[src/rtl/tv80_mem_responder_if.sv]
// TV80 CPU-side bus seen by the memory responder: strobes and address in,
// wait/read-data/interrupt back toward the CPU.
interface tv80_mem_responder_if;
    logic [15:0] A;
    logic [7:0]  cpu_do;
    logic        m1_n;
    logic        mreq_n;
    logic        iorq_n;
    logic        rd_n;
    logic        wr_n;
    logic        wait_n;
    logic [7:0]  dout;
    logic        dout_oe;
    logic        int_n;

    // The CPU holds A/strobes for the whole access and samples dout only while
    // dout_oe is high; wait_n low stretches the cycle, wait_n high lets it end.
    modport master (
        output A, cpu_do, m1_n, mreq_n, iorq_n, rd_n, wr_n,
        input  wait_n, dout, dout_oe, int_n
    );

    modport slave (
        input  A, cpu_do, m1_n, mreq_n, iorq_n, rd_n, wr_n,
        output wait_n, dout, dout_oe, int_n
    );
endinterface

[src/rtl/tv80_mem_responder.sv]
// Memory-window slave for the tv80 bus: serves a 1-cycle-latency SRAM with
// programmable wait states and owns one maskable interrupt source.
module tv80_mem_responder #(
    parameter logic [15:0] BASE_ADDR   = 16'hC000,
    parameter int          ADDR_W      = 13,
    parameter int          WAIT_STATES = 2
) (
    input  logic              clk,
    input  logic              reset_n,
    tv80_mem_responder_if.slave bus,
    input  logic              irq_req,
    input  logic [7:0]        int_vector,
    output logic [ADDR_W-1:0] mem_addr,
    output logic              mem_rd,
    output logic              mem_wr,
    output logic [7:0]        mem_wdata,
    input  logic [7:0]        mem_rdata,
    output logic              busy,
    output logic [1:0]        state_dbg
);

    typedef enum logic [1:0] {
        IDLE  = 2'd0,
        WAIT  = 2'd1,
        READY = 2'd2,
        DONE  = 2'd3
    } state_t;

    localparam logic [3:0] CNT_LOAD = 4'(WAIT_STATES - 1);

    state_t     state, state_nxt;
    logic [3:0] cnt, cnt_nxt;
    logic       is_read, is_read_nxt;
    logic       rd_issued_q;
    logic [7:0] rdata_q;
    logic       pending;

    logic       in_window;
    logic       strobe;
    logic       sel;
    logic       inta;

    logic       wait_n_c;
    logic [7:0] dout_c;
    logic       dout_oe_c;
    logic       mem_rd_c;
    logic       mem_wr_c;
    logic [7:0] mem_wdata_c;

    assign in_window = (bus.A[15:ADDR_W] == BASE_ADDR[15:ADDR_W]);
    assign strobe    = ~bus.mreq_n & (~bus.rd_n | ~bus.wr_n);
    assign sel       = in_window & strobe;
    assign inta      = ~bus.m1_n & ~bus.iorq_n;

    always_ff @(posedge clk) begin
        if (!reset_n) begin
            state       <= IDLE;
            cnt         <= 4'd0;
            is_read     <= 1'b0;
            rd_issued_q <= 1'b0;
            rdata_q     <= 8'd0;
            pending     <= 1'b0;
        end else begin
            state       <= state_nxt;
            cnt         <= cnt_nxt;
            is_read     <= is_read_nxt;
            rd_issued_q <= mem_rd_c;
            // SRAM data is only valid the cycle after the read enable
            if (rd_issued_q) begin
                rdata_q <= mem_rdata;
            end
            // a request arriving with the acknowledge wins over the clear
            pending <= irq_req | (pending & ~inta);
        end
    end

    always_comb begin
        state_nxt   = state;
        cnt_nxt     = cnt;
        is_read_nxt = is_read;
        wait_n_c    = 1'b1;
        dout_c      = 8'd0;
        dout_oe_c   = 1'b0;
        mem_rd_c    = 1'b0;
        mem_wr_c    = 1'b0;
        mem_wdata_c = 8'd0;

        case (state)
            IDLE: begin
                if (sel) begin
                    wait_n_c = 1'b0;
                    cnt_nxt  = CNT_LOAD;
                    if (!bus.rd_n) begin
                        mem_rd_c    = 1'b1;
                        is_read_nxt = 1'b1;
                    end else begin
                        mem_wr_c    = 1'b1;
                        mem_wdata_c = bus.cpu_do;
                        is_read_nxt = 1'b0;
                    end
                    state_nxt = (WAIT_STATES > 1) ? WAIT : READY;
                end
            end
            WAIT: begin
                wait_n_c = 1'b0;
                if (!strobe) begin
                    state_nxt = IDLE;
                end else begin
                    cnt_nxt = cnt - 4'd1;
                    if (cnt == 4'd1) begin
                        state_nxt = READY;
                    end
                end
            end
            READY: begin
                // with a single wait state the SRAM data is still only on mem_rdata
                if (is_read) begin
                    dout_c    = rd_issued_q ? mem_rdata : rdata_q;
                    dout_oe_c = 1'b1;
                end
                state_nxt = DONE;
            end
            DONE: begin
                if (is_read && strobe) begin
                    dout_c    = rdata_q;
                    dout_oe_c = 1'b1;
                end
                if (!strobe) begin
                    state_nxt = IDLE;
                end
            end
            default: begin
                state_nxt = IDLE;
            end
        endcase

        if (inta) begin
            wait_n_c    = 1'b1;
            dout_c      = int_vector;
            dout_oe_c   = 1'b1;
            mem_rd_c    = 1'b0;
            mem_wr_c    = 1'b0;
            mem_wdata_c = 8'd0;
        end

        // outputs drop to their idle values within the reset cycle itself
        if (!reset_n) begin
            state_nxt   = IDLE;
            cnt_nxt     = 4'd0;
            is_read_nxt = 1'b0;
            wait_n_c    = 1'b1;
            dout_c      = 8'd0;
            dout_oe_c   = 1'b0;
            mem_rd_c    = 1'b0;
            mem_wr_c    = 1'b0;
            mem_wdata_c = 8'd0;
        end
    end

    assign bus.wait_n  = wait_n_c;
    assign bus.dout    = dout_c;
    assign bus.dout_oe = dout_oe_c;
    assign bus.int_n   = reset_n ? ~pending : 1'b1;

    assign mem_addr  = bus.A[ADDR_W-1:0];
    assign mem_rd    = mem_rd_c;
    assign mem_wr    = mem_wr_c;
    assign mem_wdata = mem_wdata_c;
    assign busy      = reset_n & (state != IDLE);
    assign state_dbg = state;

endmodule

[src/flat_wrapper.sv]
// flat-port wrapper written by rule: the top's interface ports become plain ports
module tv80_mem_responder_flat 
#(
    parameter logic [15:0] BASE_ADDR   = 16'hC000,
    parameter int          ADDR_W      = 13,
    parameter int          WAIT_STATES = 2
)
  (clk, reset_n, irq_req, int_vector, mem_addr, mem_rd, mem_wr, mem_wdata, mem_rdata, busy, state_dbg, bus_A, bus_cpu_do, bus_m1_n, bus_mreq_n, bus_iorq_n, bus_rd_n, bus_wr_n, bus_wait_n, bus_dout, bus_dout_oe, bus_int_n);
  tv80_mem_responder_if bus_i ();
  input  logic clk;
  input  logic reset_n;
  input  logic irq_req;
  input  logic [7:0] int_vector;
  output logic [ADDR_W-1:0] mem_addr;
  output logic mem_rd;
  output logic mem_wr;
  output logic [7:0] mem_wdata;
  input  logic [7:0] mem_rdata;
  output logic busy;
  output logic [1:0] state_dbg;
  input wire logic [$bits(bus_i.A)-1:0] bus_A;
  input wire logic [$bits(bus_i.cpu_do)-1:0] bus_cpu_do;
  input wire logic [$bits(bus_i.m1_n)-1:0] bus_m1_n;
  input wire logic [$bits(bus_i.mreq_n)-1:0] bus_mreq_n;
  input wire logic [$bits(bus_i.iorq_n)-1:0] bus_iorq_n;
  input wire logic [$bits(bus_i.rd_n)-1:0] bus_rd_n;
  input wire logic [$bits(bus_i.wr_n)-1:0] bus_wr_n;
  output wire logic [$bits(bus_i.wait_n)-1:0] bus_wait_n;
  output wire logic [$bits(bus_i.dout)-1:0] bus_dout;
  output wire logic [$bits(bus_i.dout_oe)-1:0] bus_dout_oe;
  output wire logic [$bits(bus_i.int_n)-1:0] bus_int_n;
  assign bus_i.A = bus_A;
  assign bus_i.cpu_do = bus_cpu_do;
  assign bus_i.m1_n = bus_m1_n;
  assign bus_i.mreq_n = bus_mreq_n;
  assign bus_i.iorq_n = bus_iorq_n;
  assign bus_i.rd_n = bus_rd_n;
  assign bus_i.wr_n = bus_wr_n;
  assign bus_wait_n = bus_i.wait_n;
  assign bus_dout = bus_i.dout;
  assign bus_dout_oe = bus_i.dout_oe;
  assign bus_int_n = bus_i.int_n;
  tv80_mem_responder #(.BASE_ADDR(BASE_ADDR), .ADDR_W(ADDR_W), .WAIT_STATES(WAIT_STATES)) u_core (.clk(clk), .reset_n(reset_n), .bus(bus_i), .irq_req(irq_req), .int_vector(int_vector), .mem_addr(mem_addr), .mem_rd(mem_rd), .mem_wr(mem_wr), .mem_wdata(mem_wdata), .mem_rdata(mem_rdata), .busy(busy), .state_dbg(state_dbg));
endmodule
[config.mk]
export PLATFORM = sky130hd
export DESIGN_NAME = tv80_mem_responder_flat
export DESIGN_NICKNAME = d
export VERILOG_FILES = /design/src/rtl/tv80_mem_responder_if.sv /design/src/rtl/tv80_mem_responder.sv /design/src/flat_wrapper.sv
export SDC_FILE = /design/constraint.sdc
export NUM_CORES = 1
export LEC_CHECK = 0
export ABC_AREA = 0
export CAP_MARGIN = 20
export CORE_UTILIZATION = 30
export DETAILED_ROUTE_END_ITERATION = 8
export PLACE_DENSITY = 0.81
export SLEW_MARGIN = 0
export SYNTH_ARGS = -nofsm -noshare
export SYNTH_HDL_FRONTEND = slang
export SYNTH_SLANG_ARGS = --single-unit
[constraint.sdc]
create_clock -name clk -period 1.72 [get_ports clk]
set_input_delay 0.258 -clock clk [delete_from_list [all_inputs] [get_ports clk]]
set_output_delay 0.258 -clock clk [all_outputs]
set_load 0.01 [all_outputs]
## Yosys cells after proc, flatten, opt, wreduce, memory -nomap -nowiden

Cells that the tools add are included.

| word-level totals | value |
|---|---|
| output and inout bits | 37 |
| input port bits | 48 |
| flip-flop bits (word level) | 17 |

| operators by class | value |
|---|---|
| multiplexer cells | 39 |
| reductions and logical operators | 7 |
| bitwise operators | 14 |
| add/subtract/negate cells | 1 |
| equal/unequal tests | 9 |

Operators with widths:

| cell | number |
|---|---|
| 2-to-1 mux 8 bit | 10 |
| 2-to-1 mux 1 bit | 18 |
| one-hot mux 8 bit (2 select lines) | 1 |
| 2-to-1 mux 2 bit | 4 |
| 2-to-1 mux 4 bit | 2 |
| one-hot mux 2 bit (4 select lines) | 1 |
| one-hot mux 4 bit (2 select lines) | 1 |
| inverter 1 bit | 7 |
| AND reduction 3 bit | 2 |
| AND 1 bit | 5 |
| equality test 2 bit (second input constant) | 2 |
| equality test 4 x 1 -> 1 bit (second input constant) | 1 |
| inequality test 2 x 1 -> 1 bit (second input constant) | 2 |
| one-hot mux 1 bit (2 select lines) | 2 |
| nonzero test 2 bit | 2 |
| subtractor 4 x 1 -> 4 bit (second input constant) | 1 |
| equality test 3 bit (second input constant) | 1 |
| inequality test 3 bit (second input constant) | 1 |
| equality test 2 x 1 -> 1 bit (second input constant) | 1 |
| logical NOT 2 bit | 1 |
| inequality test 2 bit (second input constant) | 1 |
| bitwise OR 1 bit | 2 |
| AND reduction 2 bit | 1 |
| logical AND 1 bit | 1 |

## Logic depth before layout (Yosys ltp)

| depth | value |
|---|---|
| depth after elaboration | 8 |
| depth in mapped cells | 5 |
| mapped depth without buffers | 5 |

## Worst setup path before layout

Ideal clock, no wire load.

| timing path | value |
|---|---|
| path kind | reg-to-output |
| start point | register (tool-made name) |
| end point | output port bus_dout[0] |
| cell stages (with the launch flop) | 6 |
| path buffers | 2 |
| data arrival time | 1.452 ns |
| data required time | 1.462 ns |
| path slack | 0.010 ns |
| cells stage by stage | dfxtp_1 clkbuf_1 nand2_1 or2_2 clkbuf_1 o21ai_0 |

RTL lines:

| element | RTL line | text |
|---|---|---|
| end: declaration | flat_wrapper.sv:29 | `output wire logic [$bits(bus_i.dout)-1:0] bus_dout;` |

## Final worst setup path

| timing path | value |
|---|---|
| start point | register u_core.state[0], in the netlist u_core.state_dbg[0] |
| end point | output port mem_wdata[2] |

| on the way | value |
|---|---|
| word-level cells in the longest chain between the ends | 4 |

Ends and longest elaborated chain:

| element | RTL line | text |
|---|---|---|
| start: declaration | tv80_mem_responder.sv:31 | `state_t state, state_nxt;` |
| start signal: assignment | tv80_mem_responder.sv:64 | `state <= state_nxt;` |
| logical NOT 2 bit | tv80_mem_responder.sv:88 | `case (state)` |
| 2-to-1 mux 8 bit | tv80_mem_responder.sv:88 |  |
| 2-to-1 mux 8 bit | tv80_mem_responder.sv:137 | `if (inta) begin` |
| 2-to-1 mux 8 bit | tv80_mem_responder.sv:147 | `if (!reset_n) begin` |
| end: declaration | flat_wrapper.sv:17 | `output logic [7:0] mem_wdata;` |

No other way between the ends.

==> out/results.md <==
## Die
- Die Footprint: 4166 um2
- Core Footprint: 3716 um2
- overall die height: 64.55 um
- die span in x: 64.55 um
- initial cell density of the core: 31.58%
- number of cell rows: 22
- IO Pins: 85

## Timing
- transition at the pin with the smallest max-transition slack: 0.3994 ns
- Rel. slew slack: 73.00%
- Slew Limit Fails: 0
- RSZ-0062 raised after global routing: true
- worst clock skew: 0.001482 ns
- number of hold-slack violations in the final timing report: 0
- shortest period the worst path allows: 1.809 ns
- setup ws final: -0.08915 ns
- number of setup violations in the final report: 14
- fraction of the cycle the final worst path needs: 105.2%
- maximum frequency from static timing analysis: 0.5527 GHz

## Drt
- DR WL/cell: 14.06 um
- average via count per standard cell: 5.078
- overall via count from detail_route: 1305
- residual DRC count: 0
- Final ANT Viol Nets: 0
- router iterations before antenna repair: 4
- 1st-iter DRT viols: 11
- Detailed Route WL: 3.613 mm

## Global routing
- pin count of the biggest net entering global routing: 17
- global route overflow: 0
- grt met2 use: 34.61%
- number of global-route vias before repair: 1357
- wire length of the first global-routing pass: 5.761 mm
- aggregate global-route resource usage: 17.79%
- number of antenna violations at the first check in global routing: 0
- met1 routing resource usage after global routing: 18.23%
- met3 Usage GRT: 3.169%
- global routing's busiest layer: met2

## Cells and area
- flip-flop and latch area: 342.8 um2
- layout cell share with drive strength beyond 1: 38.28%
- non-filler instance count after layout: 257
- total of fill cells in the finished design: 358
- utilization after layout: 53.57%
- count of inserted antenna diode cells: 0
- most common cell after layout, fill and taps aside: sky130_fd_sc_hd__clkdlybuf4s50_1
- cell area after layout: 1991 um2
- most frequent cells in the layout: sky130_fd_sc_hd__clkdlybuf4s50_1 (28), sky130_fd_sc_hd__buf_4 (18), sky130_fd_sc_hd__dfxtp_1 (15)
- area added between synthesis and finish: 69.62%
- footprint of the multi-input gates: 760.7 um2
- final net count: 260

## Synth
- Yosys warning total: 0
- leading post-synthesis cells by cell area: sky130_fd_sc_hd__dfxtp_1 (29%), sky130_fd_sc_hd__buf_4 (10%), sky130_fd_sc_hd__and2_1 (8.5%)
- mean post-synth cell area: 8.265 um2
- Unique masters post-synth: 36
- Post-synth ARST share: 0%
- total standard cell area after synthesis: 1174 um2
- nets in the synthesized netlist: 192
- number of enable-type register cells in the synthesized netlist: 0
- library cell occupying the most area in the post-synthesis netlist: sky130_fd_sc_hd__dfxtp_1
- Top FF cell, synth: sky130_fd_sc_hd__dfxtp_1
- synthesis-stage register bit count: 17
- register area share after synthesis: 29.00%
- area share of the leading cell type in the synthesized netlist: 29.00%
- Gate Count Post-Synth: 142

## Placed design
- estimated wirelength of the detail-placed design: 2.642 mm
- final weighted congestion in routability-driven placement: 0.8044
- worst slack, placed: -0.6719 ns
- cell total after placement: 247
- Post-Place Cell Area: 1838 um2
- PortBufs: 58

## Setup path
- cells along the critical path: a211o_1 -> nor4_4 -> buf_2 -> buf_6 -> and2_4 -> buf_6
- crit-path max cell delay: 0.32 ns
- worst r2r src: u_core.state_dbg[0]$_SDFFE_PN0P_
- CP max stage cell: sky130_fd_sc_hd__dfxtp_2
- Critical Path Fanout Max: 3
- cell type with the highest occurrence count on the critical path: sky130_fd_sc_hd__buf_6
- startpoint type of the worst setup path: flip-flop
- capturing point of the worst reg2reg path: u_core.cnt[2]$_SDFFE_PN0P_
- Worst Setup End Kind: output port
- R2R setup slack: 0.12 ns
- kind of critical path: flip-flop to output port
- WP data required: 1.46 ns
- data arrival time of the critical path: 1.55 ns
- cell depth of the worst flop-to-flop path: 6

## Power
- Worst IR Drop VDD: 0.0002883 V
- Leakage: 0.8283 nW
- power per cell area: 462.8 nW/um2
- total power of the final layout: 0.0009213 W

## Run
- max-cap check violation count: 0

## Clock tree
- number of clock sinks: 17
- H-tree levels: 1
- clock slew at reported path FFs: 0.07 ns
- number of buffers created by CTS: 3
- hold buffer count at cts: 0
- TritonCTS clock tree: built
- maximum buffer depth of the clock tree: 2
- Worst-Skew Late Latency: 0.25 ns
- clock tree root driver cell: sky130_fd_sc_hd__clkbuf_8

## Hold path
- Hold/Removal Path Class: flip-flop to flip-flop
- Worst Hold End: u_core.pending$_SDFF_PN0_
- Hold Crit Depth: 2
- startpoint of the worst hold path: u_core.pending$_SDFF_PN0_

## Status
- result of the run: finished, violations left
- violated checks: setup timing

where the power goes:
part           internal (W)  switching, W  leakage (nW)
Clock              0.000164      0.000137        0.0228
Sequential         0.000400    0.00000398         0.138
Combinational      0.000127     0.0000886         0.667
metal layers:
| layer | vias up | routed length, um |
|---|---|---|
| met5 | - | 0 |
| met4 | 0 | 48 |
| met3 | 10 | 172 |
| met2 | 50 | 2025 |
| met1 | 606 | 1367 |
| li1 | 639 | - |
worst max-delay path by stage:
stage | from | to | slack [ns] | cells after the start
2_1_floorplan | flip-flop | bus_dout[0] | 0.01 | 5
3_3_place_gp | bus_mreq_n | mem_wdata[1] | -0.63 | 5
3_5_place_dp | reset_n | bus_dout[5] | -0.67 | 5
4_1_cts | u_core.state_dbg[0]$_SDFFE_PN0P_ | mem_wdata[2] | -0.14 | 6
5_1_grt | u_core.state_dbg[0]$_SDFFE_PN0P_ | mem_wdata[2] | -0.15 | 6
6_report | u_core.state_dbg[0]$_SDFFE_PN0P_ | mem_wdata[2] | -0.09 | 6
flip-flops by register name, indices dropped and copies added (netlist names), named ones only:
| register | cells |
|---|---|
| u_core.pending | 1 |
| u_core.rd_issued_q | 1 |
| u_core.state_dbg | 1 |
| u_core.rdata_q | 8 |
| u_core.is_read | 1 |
| u_core.cnt | 4 |
critical path: cells and delay by family, from the launching register on:
family | cells | cell delay [ns]
AOI/OAI and AO/OA | 1 | 0.32
DFF | 1 | 0.32
buffers and inverters | 3 | 0.36
and+or+nand+nor | 2 | 0.30
cell families (layout without fill, tap and decap cells):
kind of cell | Yosys count | after routing | share of synthesized area (%)
mux | 8 | 8 | 7.676
simple gates | 48 | 48 | 24.31
fa+ha+maj | 2 | 2 | 2.132
compound gates | 40 | 40 | 23.14
flops | 17 | 17 | 29.00
buf+inv | 27 | 94 | 13.75
cell usage after synthesis, drive strengths merged, types with 3 or more instances:
master	n
a21oi	6
inv	6
nand2	12
nor2	5
or4	3
a32oi	8
buf	17
dfxtp	17
clkbuf	4
nor4	3
o21ai	14
and2	16
mux2	8
per-stage QoR:
step / TNS, ns / hold WS (ns)
finish: -0.4446 / 0.4768
floorplan: 0 / 0.3365
detailed placement: -12.84 / 0.4731
CTS: -1.156 / 0.4730
global route: -1.487 / 0.4939
global placement: -12.31 / 0.4696
final cells by class:
class | instances | area share, %
well taps | 48 | 3.017
inverters | 6 | 1.320
flip-flops and latches | 17 | 17.22
clock buffers | 4 | 2.263
repair inverters | 1 | 0.3771
multi-input cells | 98 | 38.21
repair buffers | 83 | 37.59
what timing repair did:
action                                 in CTS  in global routing
pin swaps                                  21                 10
setup endpoints to repair                  22                 22
buffers inserted                            5                  0
gates resized for setup                   119                 15
endpoints found under the hold margin       0                  0
cloned                                      1                  1
Power figures use the tool's default switching activity.
